--- config.mk ---
export PLATFORM = sky130hd
export DESIGN_NAME = jht_update_queue
export DESIGN_NICKNAME = d
export VERILOG_FILES = /design/src/rtl/jht_update_queue.sv
export SDC_FILE = /design/constraint.sdc
export NUM_CORES = 1
export LEC_CHECK = 0
export BUFFER_PORTS_ARGS = -buffer_cell sky130_fd_sc_hd__buf_4
export CORE_UTILIZATION = 28
export DETAILED_ROUTE_END_ITERATION = 10
export PLACE_DENSITY = 0.45
export SLEW_MARGIN = 20
export SYNTH_ARGS = -nofsm -noshare
export SYNTH_HDL_FRONTEND = slang
export SYNTH_SLANG_ARGS = --single-unit
export TNS_END_PERCENT = 30
--- constraint.sdc ---
create_clock -name clk -period 4.54 [get_ports clk]
set_input_delay 1.135 -clock clk [delete_from_list [all_inputs] [get_ports clk]]
set_output_delay 1.135 -clock clk [all_outputs]
set_load 0.005 [all_outputs]
--- src/rtl/jht_update_queue.sv ---
// Coalescing update queue between EXE and the JHT write port (stats counters under JHT_UPDQ_STATS_EN).
// Latency: an update accepted at posedge N reaches the outputs in cycle N+1 at the earliest; no bypass.
// Backpressure: hold freezes the head; when full with no dequeue, non-coalescing updates are dropped.
module jht_update_queue #(
    parameter int DEPTH = 4,
    parameter int CNT_W = 16
) (
    input  logic              clk,
    input  logic              resetn,
    input  logic              upd_valid,
    input  logic              upd_is_jal,
    input  logic [31:0]       upd_pc,
    input  logic [31:0]       upd_dest,
    input  logic              hold,
    output logic              is_write,
    output logic              is_jal,
    output logic [31:0]       executed_j_pc,
    output logic [31:0]       dest_pc,
    output logic              empty,
    output logic              full,
    output logic [CNT_W-1:0]  drop_cnt,
    output logic [CNT_W-1:0]  coalesce_cnt
);

    localparam int PTR_W = $clog2(DEPTH);
    localparam logic [PTR_W:0] FULL_CNT = (PTR_W+1)'(DEPTH);

    typedef struct packed {
        logic [31:0] pc;
        logic [31:0] dest;
        logic        is_jal;
        logic        vld;
    } entry_t;

    entry_t           ent_q [DEPTH];
    logic [PTR_W-1:0] head_q;
    logic [PTR_W-1:0] tail_q;
    logic [PTR_W:0]   count_q;

    logic             deq;
    logic             enq;
    logic             hit;
    logic [PTR_W-1:0] hit_idx;

    assign empty    = (count_q == '0);
    assign full     = (count_q == FULL_CNT);
    assign deq      = ~empty & ~hold;
    assign is_write = deq;

    assign executed_j_pc = empty ? 32'h0 : ent_q[head_q].pc;
    assign dest_pc       = empty ? 32'h0 : ent_q[head_q].dest;
    assign is_jal        = empty ? 1'b0  : ent_q[head_q].is_jal;

    // Descending scan so the lowest matching index wins; the departing head is never a merge target.
    always_comb begin
        hit     = 1'b0;
        hit_idx = '0;
        for (int i = DEPTH-1; i >= 0; i--) begin
            if (upd_valid && ent_q[i].vld && (ent_q[i].pc == upd_pc) &&
                !(deq && (PTR_W'(i) == head_q))) begin
                hit     = 1'b1;
                hit_idx = PTR_W'(i);
            end
        end
    end

    assign enq = upd_valid & ~hit & (~full | deq);

    always_ff @(posedge clk or negedge resetn) begin
        if (!resetn) begin
            head_q  <= '0;
            tail_q  <= '0;
            count_q <= '0;
            for (int i = 0; i < DEPTH; i++) begin
                ent_q[i] <= '0;
            end
        end else begin
            if (deq) begin
                ent_q[head_q].vld <= 1'b0;
                head_q            <= head_q + PTR_W'(1);
            end
            if (hit) begin
                ent_q[hit_idx].dest   <= upd_dest;
                ent_q[hit_idx].is_jal <= upd_is_jal;
            end
            // When full with a dequeue, tail == head: this write lands after the valid clear above.
            if (enq) begin
                ent_q[tail_q] <= '{pc: upd_pc, dest: upd_dest, is_jal: upd_is_jal, vld: 1'b1};
                tail_q        <= tail_q + PTR_W'(1);
            end
            if (enq && !deq) begin
                count_q <= count_q + (PTR_W+1)'(1);
            end else if (deq && !enq) begin
                count_q <= count_q - (PTR_W+1)'(1);
            end
        end
    end

`ifdef JHT_UPDQ_STATS_EN
    logic             drop;
    logic [CNT_W-1:0] drop_cnt_q;
    logic [CNT_W-1:0] coal_cnt_q;

    assign drop = upd_valid & ~hit & full & ~deq;

    always_ff @(posedge clk or negedge resetn) begin
        if (!resetn) begin
            drop_cnt_q <= '0;
            coal_cnt_q <= '0;
        end else begin
            if (drop && !(&drop_cnt_q)) begin
                drop_cnt_q <= drop_cnt_q + CNT_W'(1);
            end
            if (hit && !(&coal_cnt_q)) begin
                coal_cnt_q <= coal_cnt_q + CNT_W'(1);
            end
        end
    end

    assign drop_cnt     = drop_cnt_q;
    assign coalesce_cnt = coal_cnt_q;
`else
    assign drop_cnt     = '0;
    assign coalesce_cnt = '0;
`endif

endmodule

# == After elaboration in Yosys (flattened, before gate mapping) ==
# Index checks and enable logic that the tools add are counted.
# word_totals
reg_bits,271
input_bits,69
out_inout_bits,100
word_cells,109
# classes
addsub,4
order_cmp,6
eq_ne,8
mux,31
bitwise,11
reduce_logical,30
# ops
op,count
bitwise mux 264 bit,4
2-to-1 mux 264 bit,3
demux 66 bit (select 2 bit),4
2-to-1 mux 66 bit,3
binary-select mux 66 bit (select 2 bit),1
equality test 32 bit,4
2-to-1 mux 32 bit,2
2-to-1 mux 34 bit,1
logical AND 1 bit,21
2-to-1 mux 2 bit,5
">= comparator 3 bit, second input constant",3
"< comparator 3 x 1 -> 1 bit, second input constant",3
inverter 2 -> 3 bit,3
logical NOT 1 bit,6
2-to-1 mux 1 bit,6
2-to-1 mux 3 bit,2
"adder 2 x 1 -> 2 bit, second input constant",2
"equality test 2 bit, first input constant",2
inverter 1 bit,4
"adder 3 x 1 -> 3 bit, second input constant",1
bitwise AND 1 bit,3
"equality test 3 bit, second input constant",1
logical NOT 3 bit,1
"subtractor 3 x 1 -> 3 bit, second input constant",1
other kinds (4),4

# == Longest topological paths before layout ==
# depth
word_depth,20
depth_mapped,16
mapped_depth_nobuf,14

# == Least setup slack after synthesis ==
# No wires, ideal clock.
# synth_path
kind,input to register
startpoint,in upd_pc[0]
endpoint,reg count_q[1]
setup_ns,0.125
t_arrival_ns,3.493
t_required_ns,4.415
setup_slack_ns,0.923
cell_stages,11
n_path_buf,1
cell_sequence,clkbuf_1 xor2_1 nor4_1 nand4_1 or4_4 nand3_1 nor2_1 ha_1 inv_1 fa_1 mux2_2
# synth_via
elab_chain_cells,13
word_cells_on_any_way,24
classes_between,4 x eq/ne; 5 x mux; 3 x bitwise; 12 x reduce/logical
# synth_lines
item,line,rtl
start: declaration,12,"input logic [31:0] upd_pc,"
equality test 32 bit,59,if (upd_valid && ent_q[i].vld && (ent_q[i].pc == upd_pc) &&
logical AND 1 bit (2 in a row),59,
2-to-1 mux 1 bit (3 in a row),59,
2-to-1 mux 1 bit *,59,
inverter 1 bit *,67,assign enq = upd_valid & ~hit & (~full | deq);
bitwise AND 1 bit * (2 in a row),67,
logical NOT 1 bit,93,end else if (deq && !enq) begin
logical AND 1 bit,93,
nonzero test 2 bit (no line),n/a,
end signal: assignment,92,count_q <= count_q + (PTR_W+1)'(1);
end signal: assignment,94,count_q <= count_q - (PTR_W+1)'(1);
end: declaration,38,logic [PTR_W:0] count_q;
# Mark *: on every way between the ends. The rest lies on a longest branch, timed or not.
# A chain may end at the register's enable or synchronous reset.

# == Worst setup path in the final report ==
# layout_path
startpoint,reg head_q[1]
endpoint,out dest_pc[24]
# layout_via
elab_chain_cells,5
# layout_lines
item,line,rtl
start: declaration,36,logic [PTR_W-1:0] head_q;
start signal: assignment,80,head_q <= head_q + PTR_W'(1);
inverter 2 -> 3 bit (not written as such),51,assign dest_pc = empty ? 32'h0 : ent_q[head_q].dest;
binary-select mux 66 bit (select 2 bit),51,
2-to-1 mux 66 bit (2 in a row),n/a,
2-to-1 mux 32 bit,51,
end: declaration,18,"output logic [31:0] dest_pc,"
# No other way between the ends. The select of a mux whose other input is x is not followed.

==> results_tabular.tex <==
\begin{tabular}{lr}
\hline
Metric & Value \\
\hline
\multicolumn{2}{l}{\textbf{GRT}} \\
GRT met2 Usage & 24.2\% \\
Maximum number of pins on one net before global-route repair & 104 \\
Met1 Resource Use GR & 22.1\% \\
Grt total ovfl & 0 \\
Wire length of the first global-routing pass & 59.9 mm \\
Initial antenna violation count & 1 \\
Gr busiest metal & met2 \\
Met3 track demand over resource & 3.18\% \\
Gr usage total & 15.6\% \\
Number of global-route vias before repair & 9181 \\
\multicolumn{2}{l}{\textbf{Timing}} \\
Maximum clock skew at final layout & 23.3 ps \\
Slew Limit Headroom & 32.2\% \\
Endpoints failing hold & 0 \\
Max-slew violation count & 0 \\
Final cycle utilization of the critical path & 90.0\% \\
Final setup vio count & 0 \\
Final-layout worst hold slack & 486 ps \\
Actual transition at the worst max-transition pin & 1010 ps \\
Shortest period the worst path allows & 4090 ps \\
Unrepaired setup endpoints after global routing & no \\
Setup\_tns & 0 ps \\
Achievable frequency & 245 MHz \\
\multicolumn{2}{l}{\textbf{Hold path}} \\
Hold Crit Endpoint & ent\_q[0]\$\_DFF\_PN0\_ \\
Startpoint of the worst hold path & ent\_q[0]\$\_DFF\_PN0\_ \\
Hold crit path type & register to register \\
Number of cells traversed by the worst hold path & 1 \\
\multicolumn{2}{l}{\textbf{Routing}} \\
DRC errors left & 0 \\
Initial DRC Count & 513 \\
Remaining antenna violation count after routing & 0 \\
Via density per instance & 4.65 \\
Wirelength, routed & 39.2 mm \\
Number of vias in the routed layout & 8618 \\
Detailed-routing iteration count for the pre-antenna-repair pass & 4 \\
Routed len/inst & 21.2 µm \\
\multicolumn{2}{l}{\textbf{Synth}} \\
Async SR Flop Fraction & 100\% \\
Synth area leaders & sky130\_fd\_sc\_hd\_\_dfrtp\_1 48\%, sky130\_fd\_sc\_hd\_\_mux2\_2 20\%, sky130\_fd\_sc\_hd\_\_mux4\_2 10\% \\
Prevailing post-synth register cell & sky130\_fd\_sc\_hd\_\_dfrtp\_1 \\
Synth area leader & sky130\_fd\_sc\_hd\_\_dfrtp\_1 \\
Sequential share of the synthesized area & 47.5\% \\
Share of the synthesized area in the top cell type & 47.5\% \\
Number of synthesized register bits & 271 \\
Yosys Warn Count & 0 \\
Cell count after synthesis & 1042 \\
Top-count cell post-synth & sky130\_fd\_sc\_hd\_\_dfrtp\_1 \\
Number of enable-type register cells in the synthesized netlist & 0 \\
Syn avg cell area & 13.7 µm² \\
Most frequent cells after synthesis & 271 x sky130\_fd\_sc\_hd\_\_dfrtp\_1, 251 x sky130\_fd\_sc\_hd\_\_mux2\_2, 97 x sky130\_fd\_sc\_hd\_\_xnor2\_1, 65 x sky130\_fd\_sc\_hd\_\_mux4\_2, 65 x sky130\_fd\_sc\_hd\_\_nor2b\_1 \\
Post-synthesis instance area & 14300 µm² \\
Distinct cells, synth & 37 \\
\multicolumn{2}{l}{\textbf{CTS}} \\
Maximum buffer depth of the clock tree & 3 \\
TritonCTS sink count & 271 \\
Post-CTS clock slew at the launch and capture registers of the worst setup and hold paths & 50 ps \\
Post-cts resize count & 0 \\
CTS tree & built \\
Post-CTS setup-driven buffer insertion count & 0 \\
CTS Root Cell & sky130\_fd\_sc\_hd\_\_clkbuf\_16 \\
Clk\_lat worst skew & 540 ps \\
Total of hold buffers inserted after clock tree synthesis & 0 \\
H-tree levels & 2 \\
Number of CTS-inserted buffers & 35 \\
\multicolumn{2}{l}{\textbf{Floorplanning}} \\
Die Y & 228 µm \\
Num ports & 169 \\
Core outline area & 50200 µm² \\
Die footprint & 51800 µm² \\
Cell row count & 82 \\
Starting utilization of the core area & 28.4\% \\
Chip width & 228 µm \\
\multicolumn{2}{l}{\textbf{Worst setup path}} \\
Data required time at the worst endpoint & 3400 ps \\
Worst Path Max Fanout & 39 \\
Library cell appearing most often on the critical path & sky130\_fd\_sc\_hd\_\_buf\_4 \\
Ordered list of cells on the worst path & buf\_4, mux4\_2, nor2b\_1, buf\_4 \\
Critical setup path kind & register to output port \\
Reg2Reg Depth & 11 \\
Setup crit end kind & output port \\
Startpoint types & register \\
Reg2reg end & ent\_q[38]\$\_DFFE\_PN0P\_ \\
Worst stage delay on the critical path & 790 ps \\
Launch instance of the worst register-to-register path & head\_q[1]\$\_DFFE\_PN0P\_ \\
Cell with the largest stage delay on the worst path & sky130\_fd\_sc\_hd\_\_dfrtp\_4 \\
Endpoint arrival time on the critical path & 2950 ps \\
R2R setup slack & 930 ps \\
\multicolumn{2}{l}{\textbf{Layout}} \\
Number of nets in the final layout & 1237 \\
Share of post-route cells with drive strength above 1 & 45.4\% \\
Area growth from synthesis to layout & 19.4\% \\
Antenna Diode Count & 0 \\
\multicolumn{2}{l}{\textbf{Run}} \\
Number of violations of the max-capacitance limit & 0 \\
\multicolumn{2}{l}{\textbf{Pwr}} \\
Leak pwr & 6.98 nW \\
Ratio of total power to cell area & 801 nW/µm² \\
Maximum vdd drop & 0.000248 V \\
\multicolumn{2}{l}{\textbf{Place}} \\
Routability Congestion & 0.832 \\
Total half-perimeter wirelength after legalization and detailed placement & 26.4 mm \\
IO buf count & 136 \\
\multicolumn{2}{l}{\textbf{Outcome}} \\
Run status & completed \\
\hline
\end{tabular}
stage by stage:
stage	utilization (%)	std cells	setup slack [ps]	power (mW)	instance area [µm²]
global route	33.9	1853	285	14.6	17000
CTS	33.9	1853	318	13.9	17000
global placement	31.7	1793	391	11.0	15900
floorplan	-	1073	923	8.52	14400
detailed placement	31.7	1793	271	11.1	15900
finish	33.9	1853	452	13.6	17000
worst max path at each step:
stage,start,endpoint
6_report,head_q[1]$_DFFE_PN0P_,dest_pc[24]
5_1_grt,head_q[1]$_DFFE_PN0P_,dest_pc[27]
4_1_cts,head_q[1]$_DFFE_PN0P_,dest_pc[24]
3_5_place_dp,upd_pc[6],ent_q[89]$_DFF_PN0_
3_3_place_gp,upd_pc[6],count_q[1]$_DFFE_PN0P_
2_1_floorplan,upd_pc[0],count_q[1]$_DFFE_PN0P_
routing by layer:
layer | share of wire, % | vias to the layer above
li1 | - | 3888
met1 | 47 | 4494
met2 | 46 | 171
met3 | 4.5 | 63
met4 | 2.3 | 2
met5 | 0.043 | -
critical path: cells and delay by family (launching register included):
kind	cells	cell delay, ps
AND/OR/NAND/NOR	1	160
flip-flops	1	790
multiplexers	1	600
buffers and inverters	2	860
power breakdown:
part	internal [mW]	switching (mW)	total, mW
Combinational	3.66	2.62	6.28
Sequential	3.68	0.943	4.62
Clock	1.66	1.07	2.73
Total	9.00	4.63	13.6
cells by family (layout without fill, tap and decap cells):
kind of cell	Yosys count	count (layout)	share of synthesized area, %
mux	327	327	31.0
flops	271	271	47.5
simple gates	169	169	6.98
xor+xnor	132	132	8.11
buf+inv	119	227	4.70
compound gates	13	13	0.754
fa+ha+maj	10	10	0.930
other cells	1	32	0.0263
registers in the layout (all words and copies together) (netlist names):
name     count
ent_q      264
tail_q       2
head_q       2
count_q      3
cell usage in the layout, fill, tap and decap left out, types with 3 or more instances in the layout:
| cell type | instances |
|---|---|
| sky130_fd_sc_hd__mux2_2 | 251 |
| sky130_fd_sc_hd__xor2_1 | 35 |
| sky130_fd_sc_hd__nand2_1 | 14 |
| sky130_fd_sc_hd__nor3_1 | 8 |
| sky130_fd_sc_hd__nor2_1 | 4 |
| sky130_fd_sc_hd__dfrtp_1 | 269 |
| sky130_fd_sc_hd__a21oi_4 | 3 |
| sky130_fd_sc_hd__o21ai_0 | 5 |
| sky130_fd_sc_hd__clkbuf_8 | 8 |
| sky130_fd_sc_hd__xnor2_1 | 97 |
| sky130_fd_sc_hd__nor2b_1 | 65 |
| sky130_fd_sc_hd__buf_12 | 8 |
| sky130_fd_sc_hd__nand3_1 | 16 |
| sky130_fd_sc_hd__mux4_2 | 65 |
| sky130_fd_sc_hd__clkbuf_1 | 9 |
| sky130_fd_sc_hd__nand4_1 | 33 |
| sky130_fd_sc_hd__nand2b_1 | 5 |
| sky130_fd_sc_hd__conb_1 | 32 |
| sky130_fd_sc_hd__ha_1 | 9 |
| sky130_fd_sc_hd__buf_4 | 150 |
| sky130_fd_sc_hd__clkinv_2 | 3 |
| sky130_fd_sc_hd__clkbuf_16 | 35 |
| sky130_fd_sc_hd__nor4_1 | 14 |
| sky130_fd_sc_hd__mux2_1 | 11 |
| sky130_fd_sc_hd__inv_1 | 8 |
layout make-up:
class | instances | area [µm²]
well taps | 672 | 841
flip-flops and latches | 271 | 6790
clock buffers | 52 | 1020
fillers | 5002 | 33100
inverters | 8 | 30.0
clock inverters | 8 | 100
repair buffers | 159 | 1300
multi-input cells | 683 | 6950
No activity file was read; power rests on OpenSTA's default activity.
